--- config.mk ---
export PLATFORM = sky130hd
export DESIGN_NAME = cpu_clock_control_flat
export DESIGN_NICKNAME = d
export VERILOG_FILES = /design/src/rtl/cpu_clock_control_pkg.sv /design/src/rtl/cpu_clock_control_if.sv /design/src/rtl/cpu_clock_control_button_debouncer.sv /design/src/rtl/cpu_clock_control.sv /design/src/flat_wrapper.sv
export SDC_FILE = /design/constraint.sdc
export NUM_CORES = 1
export LEC_CHECK = 0
export ABC_CLOCK_PERIOD_IN_PS = 4900
export BUFFER_PORTS_ARGS = -buffer_cell sky130_fd_sc_hd__buf_4
export CORE_MARGIN = 2
export CORE_UTILIZATION = 58
export CTS_CLUSTER_SIZE = 8
export DETAILED_ROUTE_END_ITERATION = 12
export MAX_ROUTING_LAYER = met4
export PLACE_DENSITY = 0.93
export SLEW_MARGIN = 20
export SYNTH_ARGS = -nofsm -noshare
export SYNTH_HDL_FRONTEND = slang
export SYNTH_SLANG_ARGS = --single-unit
--- constraint.sdc ---
create_clock -name clock -period 4.9 [get_ports clock]
set_input_delay 0.49 -clock clock [delete_from_list [all_inputs] [get_ports clock]]
set_output_delay 0.49 -clock clock [all_outputs]
set_load 0.05 [all_outputs]
--- src/rtl/cpu_clock_control_pkg.sv ---
// Shared constants for the AP9 clock-enable block: speed selector codes and FSM states.
package cpu_clock_control_pkg;

  localparam logic [2:0] SPEED_FULL = 3'd0;
  localparam logic [2:0] SPEED_25M  = 3'd1;
  localparam logic [2:0] SPEED_1M   = 3'd2;
  localparam logic [2:0] SPEED_1K   = 3'd3;
  localparam logic [2:0] SPEED_25HZ = 3'd4;

  typedef enum logic [1:0] {
    ST_RUN  = 2'd0,
    ST_HALT = 2'd1,
    ST_STEP = 2'd2
  } state_t;

endpackage

--- src/rtl/cpu_clock_control_if.sv ---
// Divider taps, run controls and clock-enable outputs between clock_divider, the core and cpu_clock_control.
interface cpu_clock_control_if #(
  parameter int CNT_W = 32
) ();

  logic             clock25Mhz;
  logic             clock1Mhz;
  logic             clock1Khz;
  logic             clock25hz;
  logic [2:0]       speed_sel;
  logic             step_button;
  logic             halt_request;
  logic             run_request;
  logic             cpu_ce;
  logic             halted;
  logic [CNT_W-1:0] ce_count;

  modport master (
    output clock25Mhz, clock1Mhz, clock1Khz, clock25hz,
    output speed_sel, step_button, halt_request, run_request,
    input  cpu_ce, halted, ce_count
  );

  modport slave (
    input  clock25Mhz, clock1Mhz, clock1Khz, clock25hz,
    input  speed_sel, step_button, halt_request, run_request,
    output cpu_ce, halted, ce_count
  );

endinterface

--- src/rtl/cpu_clock_control_button_debouncer.sv ---
// Step push-button conditioning: 2-flop synchroniser, tick-counted debounce and a one-cycle press pulse.
module button_debouncer #(
  parameter int DEBOUNCE_MS = 5
) (
  input  logic clock,
  input  logic reset,
  input  logic tick,
  input  logic raw,
  output logic stable,
  output logic press
);

  localparam int CW = $clog2(DEBOUNCE_MS + 1);

  logic          sync1;
  logic          sync2;
  logic [CW-1:0] cnt;

  always_ff @(posedge clock) begin
    if (reset) begin
      sync1  <= 1'b0;
      sync2  <= 1'b0;
      stable <= 1'b0;
      press  <= 1'b0;
      cnt    <= '0;
    end else begin
      sync1 <= raw;
      sync2 <= sync1;
      press <= 1'b0;
      // Any cycle where the input agrees with the accepted level restarts the count.
      if (sync2 == stable) begin
        cnt <= '0;
      end else if (tick) begin
        if (cnt == CW'(DEBOUNCE_MS - 1)) begin
          stable <= sync2;
          press  <= sync2;
          cnt    <= '0;
        end else begin
          cnt <= cnt + CW'(1);
        end
      end
    end
  end

endmodule

--- src/rtl/cpu_clock_control.sv ---
// Core clock-enable generator: divider edge detect, speed mux, run/halt/step FSM and enable counter.
module cpu_clock_control
  import cpu_clock_control_pkg::*;
#(
  parameter int DEBOUNCE_MS  = 5,
  parameter bit START_HALTED = 1'b0,
  parameter int CNT_W        = 32
) (
  input logic               clock,
  input logic               reset,
  cpu_clock_control_if.slave bus
);

  localparam state_t RESET_STATE = START_HALTED ? ST_HALT : ST_RUN;

  logic [3:0]       div_in;
  logic [3:0]       div_prev;
  logic [3:0]       div_tick;
  logic [2:0]       sel_q;
  logic             sel_tick;
  logic             step_press;
  state_t           state_q;
  state_t           state_next;
  logic             ce_next;
  logic             cpu_ce_q;
  logic             halted_q;
  logic [CNT_W-1:0] count_q;

  assign div_in = {bus.clock25hz, bus.clock1Khz, bus.clock1Mhz, bus.clock25Mhz};

  // History resets high like the divider outputs, so leaving reset never looks like a rising edge.
  always_ff @(posedge clock) begin
    if (reset) begin
      div_prev <= '1;
      sel_q    <= SPEED_FULL;
    end else begin
      div_prev <= div_in;
      sel_q    <= bus.speed_sel;
    end
  end

  assign div_tick = div_in & ~div_prev;

  always_comb begin
    sel_tick = 1'b0;
    case (sel_q)
      SPEED_FULL: sel_tick = 1'b1;
      SPEED_25M:  sel_tick = div_tick[0];
      SPEED_1M:   sel_tick = div_tick[1];
      SPEED_1K:   sel_tick = div_tick[2];
      SPEED_25HZ: sel_tick = div_tick[3];
      default:    sel_tick = 1'b0;
    endcase
  end

  button_debouncer #(
    .DEBOUNCE_MS(DEBOUNCE_MS)
  ) u_debouncer (
    .clock (clock),
    .reset (reset),
    .tick  (div_tick[2]),
    .raw   (bus.step_button),
    .stable(),
    .press (step_press)
  );

  always_comb begin
    state_next = state_q;
    ce_next    = 1'b0;
    case (state_q)
      ST_RUN: begin
        ce_next = sel_tick & ~bus.halt_request;
        if (bus.halt_request) state_next = ST_HALT;
      end
      ST_HALT: begin
        if (bus.halt_request)     state_next = ST_HALT;
        else if (bus.run_request) state_next = ST_RUN;
        else if (step_press)      state_next = ST_STEP;
      end
      ST_STEP: begin
        ce_next    = 1'b1;
        state_next = ST_HALT;
      end
      default: state_next = RESET_STATE;
    endcase
  end

  always_ff @(posedge clock) begin
    if (reset) begin
      state_q  <= RESET_STATE;
      cpu_ce_q <= 1'b0;
      halted_q <= START_HALTED;
      count_q  <= '0;
    end else begin
      state_q  <= state_next;
      cpu_ce_q <= ce_next;
      halted_q <= (state_next != ST_RUN);
      if (cpu_ce_q) count_q <= count_q + CNT_W'(1);
    end
  end

  assign bus.cpu_ce   = cpu_ce_q;
  assign bus.halted   = halted_q;
  assign bus.ce_count = count_q;

endmodule

--- src/flat_wrapper.sv ---
// flat-port wrapper written by rule: the top's interface ports become plain ports
module cpu_clock_control_flat import cpu_clock_control_pkg::*;
#(
  parameter int DEBOUNCE_MS  = 5,
  parameter bit START_HALTED = 1'b0,
  parameter int CNT_W        = 32
)
  (clock, reset, bus_clock25Mhz, bus_clock1Mhz, bus_clock1Khz, bus_clock25hz, bus_speed_sel, bus_step_button, bus_halt_request, bus_run_request, bus_cpu_ce, bus_halted, bus_ce_count);
  cpu_clock_control_if #(.CNT_W(CNT_W)) bus_i ();
  input logic clock;
  input logic reset;
  input wire logic [$bits(bus_i.clock25Mhz)-1:0] bus_clock25Mhz;
  input wire logic [$bits(bus_i.clock1Mhz)-1:0] bus_clock1Mhz;
  input wire logic [$bits(bus_i.clock1Khz)-1:0] bus_clock1Khz;
  input wire logic [$bits(bus_i.clock25hz)-1:0] bus_clock25hz;
  input wire logic [$bits(bus_i.speed_sel)-1:0] bus_speed_sel;
  input wire logic [$bits(bus_i.step_button)-1:0] bus_step_button;
  input wire logic [$bits(bus_i.halt_request)-1:0] bus_halt_request;
  input wire logic [$bits(bus_i.run_request)-1:0] bus_run_request;
  output wire logic [$bits(bus_i.cpu_ce)-1:0] bus_cpu_ce;
  output wire logic [$bits(bus_i.halted)-1:0] bus_halted;
  output wire logic [$bits(bus_i.ce_count)-1:0] bus_ce_count;
  assign bus_i.clock25Mhz = bus_clock25Mhz;
  assign bus_i.clock1Mhz = bus_clock1Mhz;
  assign bus_i.clock1Khz = bus_clock1Khz;
  assign bus_i.clock25hz = bus_clock25hz;
  assign bus_i.speed_sel = bus_speed_sel;
  assign bus_i.step_button = bus_step_button;
  assign bus_i.halt_request = bus_halt_request;
  assign bus_i.run_request = bus_run_request;
  assign bus_cpu_ce = bus_i.cpu_ce;
  assign bus_halted = bus_i.halted;
  assign bus_ce_count = bus_i.ce_count;
  cpu_clock_control #(.DEBOUNCE_MS(DEBOUNCE_MS), .START_HALTED(START_HALTED), .CNT_W(CNT_W)) u_core (.clock(clock), .reset(reset), .bus(bus_i));
endmodule
==> run_results.csv, run 1 <==
group,metric,value,unit
outcome,outcome,"complete, no violations",
grt,antenna_found_initial,0,
logic_synthesis,synth_top_cell_by_area,"dfxtp_1",
placed_design,portBuffers,45,
logic_synthesis,synth.most_common_cell,"dfxtp_1",
cells_and_area,stdcell_area,2616,um2
clocking,numCtsBuffers,5,
setup_path,crit_start,"u_core.bus.ce_count[1]",
sta,setup_viol,0,
cells_and_area,drive_above_1_share,0.2241,
logic_synthesis,synth_fa_ha_area_frac,0.01724,
cells_and_area,filler_cell_count,296,
floorplanning,ios,46,
setup_path,reg2reg_depth,5,
setup_path,crit_buf_inv,0,
hold_path,min_path_type,"input port to flip-flop",
setup_path,rrSetupSlack,2.74,ns
setup_path,crit_required,5.13,ns
logic_synthesis,synth_compound_area_frac,0.1408,
sta,clock_skew,0.003658,ns
clocking,cts_setup_buffers,0,
detailed_routing,first_pass_iters,4,
setup_path,crit_path_end_kind,"flip-flop",
floorplanning,start_util,0.5992,
floorplanning,die_x,65.27,um
grt,grt_overflow,0,
placed_design,placed_area,2521,um2
detailed_routing,wl,4.713,mm
clocking,worstSkewPairLatency,0.30,ns
detailed_routing,antenna_left,0,
setup_path,start_kind,"flip-flop",
setup_path,path_cells,"ha_1, nand2_1, or4_4, or4_1, a21oi_1",
logic_synthesis,synthDistinctLibCells,37,
logic_synthesis,synth_edf_count,0,
flow_run,drv_cap,0,
logic_synthesis,synth_common_cells,"50 x dfxtp_1, 27 x a21oi_1, 16 x nor2_1, 14 x nand2_1, 13 x nand3_1",
setup_path,crit_path_top_delay_cell,"or4_4",
setup_path,rr_startpoint,"u_core.bus.ce_count[1]",
detailed_routing,remaining_drc_errors,0,
pwr,leakagePower,0.9638,nW
detailed_routing,initialDrtViolationCount,201,
sta,slew_headroom,0.6259,
floorplanning,coreArea,3633,um2
clocking,cts_resized,0,
logic_synthesis,mappedNetlistArea,2177,um2
cells_and_area,nets,304,
grt,grt_pass1_vias,1734,
clocking,cts-root-buf,"clkbuf_8",
placed_design,gp_congestion,0.7867,
cells_and_area,area_growth,20.17,%
detailed_routing,via_count,1957,
clocking,clk_pin_slew,0.09,ns
floorplanning,die-area,4260,um2
setup_path,timing.rr.end,"u_core.bus.ce_count[26]",
logic_synthesis,ys_seq_elements,50,
logic_synthesis,avgSynthCellArea,8.779,um2
sta,worst_slew_pin_slew,0.5597,ns
logic_synthesis,syn_inst,248,
clocking,cts.hold.buffers_added,0,
logic_synthesis,synthArstFlopShare,0,
logic_synthesis,synth.area.mux_share,0.004598,
cells_and_area,antenna_cells,0,
hold_path,min_from,"bus_halt_request",
detailed_routing,viasPerCell,5.790,
placed_design,hpwl,3.124,mm
logic_synthesis,synthTopCellsByArea,"dfxtp_1 46%, a21oi_1 6.2%, o31ai_1 4.1%",
logic_synthesis,synth_top_area_frac,0.4598,
grt,track_usage,0.2353,
clocking,cts_tree,"built",
setup_path,cp_max_fo,12,
sta,finalHoldViolCount,0,
pwr,power_density,266.3,nW/um2
grt,grt_pass1_wl,7.762,mm
logic_synthesis,synth_xor_area_frac,0.04828,
floorplanning,num_rows,22,
sta,min_period,2.164,ns
sta,period_share,0.4416,
logic_synthesis,synth_ff_type,"dfxtp_1",
sta,rsz0062_at_grt,"no",
setup_path,slowest_delay,0.63,ns
grt,grt_max_degree,47,
logic_synthesis,synth-simple-area-share,0.2874,
floorplanning,die_h,65.27,um
hold_path,hold_depth,2,
clocking,clockBufferDepth,2,
sta,max_freq,462.1,MHz
setup_path,cp_top_family,"simple AND/OR/NAND/NOR gates",
setup_path,cp.arrival,2.39,ns
pwr,ir_drop,174.7,uV
sta,slew_violations,0,
logic_synthesis,synth_top_family_by_area,"simple AND/OR/NAND/NOR gates",
clocking,clock_sinks,50,
logic_synthesis,ys_seq_area_frac,0.4598,
detailed_routing,avgRoutedWirePerCell,13.94,um
logic_synthesis,syn-num-nets,263,
clocking,htree_levels,2,
setup_path,worstSetupPathType,"flip-flop to flip-flop",
hold_path,min_to,"u_core.state_q[1]",
sta,fin_tns_setup,0,ns
logic_synthesis,synth-warning-count,0,
[cell usage in the layout (no fill, tap or decap), types with 10 or more instances in the layout]
cell type / synthesis / routed
nor2_1: 16 / 16
nand3_1: 13 / 13
inv_1: 10 / 10
or4_1: 12 / 12
buf_4: 1 / 45
o31ai_1: 12 / 12
o21ai_0: 10 / 10
a21oi_1: 27 / 27
nand2_1: 14 / 14
dfxtp_1: 50 / 50
[cells by family after synthesis]
kind of cell               Yosys count
DFF                                 50
muxes                                1
AOI/OAI and AO/OA                   53
adders and majority gates            3
xor gates and xnor gates            12
buffers and inverters               21
and+or+nand+nor                    108
[where the power goes]
group,internal (mW),total [mW],switching (mW)
sequential,0.412,0.416,0.00431
combinational,0.0145,0.0328,0.0183
clock,0.114,0.248,0.134
total,0.540,0.697,0.157
[how the worst max path moves through the flow]
stage | depth (start not counted) | endpoint | slack, ns
2_1_floorplan | 6 | u_core.bus.ce_count[30] | 2.49
3_3_place_gp | 5 | u_core.bus.ce_count[22] | 2.91
3_5_place_dp | 5 | u_core.bus.ce_count[22] | 2.82
4_1_cts | 5 | u_core.bus.ce_count[26] | 2.77
5_1_grt | 5 | u_core.bus.ce_count[26] | 2.66
6_report | 5 | u_core.bus.ce_count[26] | 2.74
[state kept, by name (all words and copies together) (netlist names)]
signal / flops
u_core.u_debouncer.cnt: 3
u_core.bus.cpu_ce: 1
u_core.bus.halted: 1
u_core.bus.ce_count: 32
u_core.u_debouncer.sync2: 1
u_core.sel_q: 3
u_core.u_debouncer.press: 1
u_core.state_q: 2
u_core.u_debouncer.sync1: 1
u_core.div_prev: 4
u_core.u_debouncer.stable: 1
[worst register-to-register path, cell delays in order, from the launching register on]
cell	delay, ns
dfxtp_1	0.43
ha_1	0.27
nand2_1	0.10
or4_4	0.63
or4_1	0.49
a21oi_1	0.18
[through the flow]
| stage | hold WS, ns | std cells | setup WS (ns) | util | power [mW] |
|---|---|---|---|---|---|
| final | 0.3750 | 338 | 2.736 | 0.7200 | 0.6967 |
| after floorplan | 0.4138 | 248 | 2.492 | - | 0.4457 |
| after global routing | 0.3747 | 338 | 2.659 | 0.7200 | 0.7235 |
| after CTS | 0.3658 | 338 | 2.768 | 0.7200 | 0.7010 |
| after global placement | 0.4214 | 330 | 2.914 | 0.6939 | 0.4577 |
| after detailed placement | 0.4311 | 330 | 2.817 | 0.6939 | 0.4585 |
[area by class of cell]
class / count / area (um2) / area share
clock buffers: 6 / 82.58 / 0.03156
clock inverters: 2 / 12.51 / 0.004782
inverters: 10 / 37.54 / 0.01435
multi-input cells: 177 / 1085 / 0.4146
flip-flops and latches: 50 / 1001 / 0.3826
well taps: 48 / 60.06 / 0.02296
repair buffers: 45 / 337.8 / 0.1291
[per-layer routing]
layer	share of wire	GRT usage	up-vias	wire length, um
met5	0	-	-	0
met4	0.013	0.07292	0	62
met3	0.047	0.05651	9	221
met2	0.49	0.3776	52	2318
met1	0.45	0.2953	931	2112
li1	-	-	965	-
No activity file was read; power rests on OpenSTA's default activity.
==> run 2: changes to the inputs <==
- ABC_CLOCK_PERIOD_IN_PS: 4900 -> 1900
- CORE_UTILIZATION: 58 -> 48
- PLACE_DENSITY: 0.93 -> 0.83
- clock period: 4.9 -> 1.9 ns (I/O delays scaled with it)
==> run_results.csv, run 2 (synthesized netlist as in run 1, its figures left out) <==
group,metric,value,unit
setup_path,crit_top_cell,"or4_4",
floorplanning,start_util,0.5000,
clocking,cts-root-buf,"clkbuf_8",
pwr,clkPwrFrac,0.357,
sta,finalHoldViolCount,0,
sta,min_period,1.854,ns
setup_path,worstSetupPathType,"flip-flop to flip-flop",
pwr,power.share.sequential,0.593,
pwr,p_switching,401.6,uW
clocking,htree_levels,2,
setup_path,path_cells,"buf_4, nand3_4, or4_4, or4_4, a21oi_2",
clocking,clockBufferDepth,2,
pwr,leakagePower,1.038,nW
floorplanning,ios,46,
clocking,cts.hold.buffers_added,0,
setup_path,start_kind,"flip-flop",
placed_design,dp.cells,336,
clocking,clk_pin_slew,0.09,ns
cells_and_area,nets,315,
pwr,power_density,624.7,nW/um2
detailed_routing,antenna_left,0,
pwr,ir_drop,430.3,uV
cells_and_area,largest_reg_flops,32,
cells_and_area,drive_above_1_share,0.3488,
pwr,combPwrFrac,0.050,
floorplanning,num_rows,24,
detailed_routing,initialDrtViolationCount,197,
detailed_routing,remaining_drc_errors,0,
sta,clock_skew,0.007269,ns
cells_and_area,layout_commonest_cell,"buf_4",
hold_path,min_path_type,"input port to flip-flop",
sta,setup_viol,0,
setup_path,cp_max_fo,7,
floorplanning,die_h,71.35,um
grt,grt_overflow,0,
placed_design,gp_congestion,0.7522,
detailed_routing,wl,4.867,mm
placed_design,portBuffers,45,
sta,rsz0062_at_grt,"yes",
cells_and_area,layout_common_cells,"54 x buf_4, 31 x dfxtp_1, 24 x a21oi_1",
flow_run,drv_cap,0,
outcome,outcome,"complete, no violations",
detailed_routing,viasPerCell,5.626,
hold_path,min_from,"bus_clock1Mhz",
detailed_routing,avgRoutedWirePerCell,13.79,um
floorplanning,coreArea,4354,um2
sta,worst_slew_pin_slew,0.4727,ns
floorplanning,die-area,5090,um2
setup_path,slowest_delay,0.57,ns
cells_and_area,antenna_cells,0,
grt,grt_max_degree,47,
setup_path,cp.arrival,2.09,ns
cells_and_area,stdcell_count,353,
pwr,power_switching_share,0.2257,
clocking,worstSkewPairLatency,0.30,ns
clocking,clock_sinks,50,
sta,max_freq,539.3,MHz
detailed_routing,via_count,1986,
sta,period_share,0.9760,
floorplanning,die_x,71.35,um
cells_and_area,area_growth,30.80,%
cells_and_area,fin_util,0.6540,
clocking,numCtsBuffers,5,
setup_path,crit_start,"u_core.bus.ce_count[0]",
setup_path,rr_startpoint,"u_core.bus.ce_count[0]",
setup_path,crit_path_top_delay_cell,"or4_4",
sta,slew_headroom,0.6849,
grt,grt_pass1_wl,8.024,mm
placed_design,hpwl,3.165,mm
cells_and_area,filler_cell_count,355,
setup_path,crit_required,2.14,ns
pwr,power.internal,1.377,mW
grt,antenna_found_initial,0,
grt,track_usage,0.1995,
clocking,cts_tree,"built",
detailed_routing,first_pass_iters,4,
grt,grt_pass1_vias,1836,
setup_path,crit_path_end_kind,"flip-flop",
sta,slew_violations,0,
==> run 2: layout make-up <==
class / instances / area (um2) / area share
Multi-Input combinational cell: 178 / 1175 / 0.4126
Inverter: 10 / 37.54 / 0.01318
Timing Repair Buffer: 55 / 416.7 / 0.1463
Sequential cell: 50 / 1062 / 0.3730
Clock buffer: 7 / 86.33 / 0.03032
Clock inverter: 1 / 5.005 / 0.001757
Tap cell: 52 / 65.06 / 0.02285
==> run 2: metal layers <==
layer	global-route usage	wire, um	up-vias
met3	0.05204	319	11
li1	-	-	993
met4	0.06918	93	0
met5	-	0	-
met2	0.3251	2257	49
met1	0.2393	2197	933
==> run 2: what timing repair did <==
| item | in CTS | in global routing |
|---|---|---|
| buffers inserted | 0 | 8 |
| setup endpoints to repair | 0 | 9 |
| resized for setup | 0 | 17 |
| hold endpoints to repair | 0 | 0 |
==> run 2: path summary, 6_finish.rpt <==
check | endpoint | slack [ns] | depth (start not counted)
setup / recovery | u_core.bus.ce_count[31] | 0.05 | 5
hold / removal | u_core.div_prev[1] | 0.08 | 2
setup reg to reg | u_core.bus.ce_count[31] | 0.05 | 5
hold reg to reg | u_core.u_debouncer.sync2 | 0.45 | 1
==> run 2: stage by stage <==
step                      hold WS (ns)  cell area (um2)  worst slack, ns  power (mW)  setup TNS (ns)
after global placement          0.3869             2615          0.08164       1.163               0
after detailed placement        0.3936             2615          0.03351       1.165               0
after floorplan                 0.2761             2253        -0.003370       1.132       -0.003370
after CTS                      0.07204             2706          0.01501       1.793               0
final                          0.08240             2848          0.04560       1.779               0
after global routing           0.07748             2848        -0.007363       1.847        -0.01227
==> run 2: power groups by stage <==
stage / logic, mW / clock network, mW / registers, mW
CTS: 0.0852 / 0.652 / 1.06
global placement: 0.0833 / 0 / 1.08
global route: 0.0983 / 0.691 / 1.06
finish: 0.0894 / 0.634 / 1.06
detailed placement: 0.0850 / 0 / 1.08
floorplan: 0.0422 / 0 / 1.09
==> run 2: worst max-delay path, delay by kind of cell (launching register included) <==
kind / cells / cell delay, ns
and+or+nand+nor: 3 / 1.15
DFF: 1 / 0.38
buffers and inverters: 1 / 0.14
AOI/OAI and AO/OA: 1 / 0.12
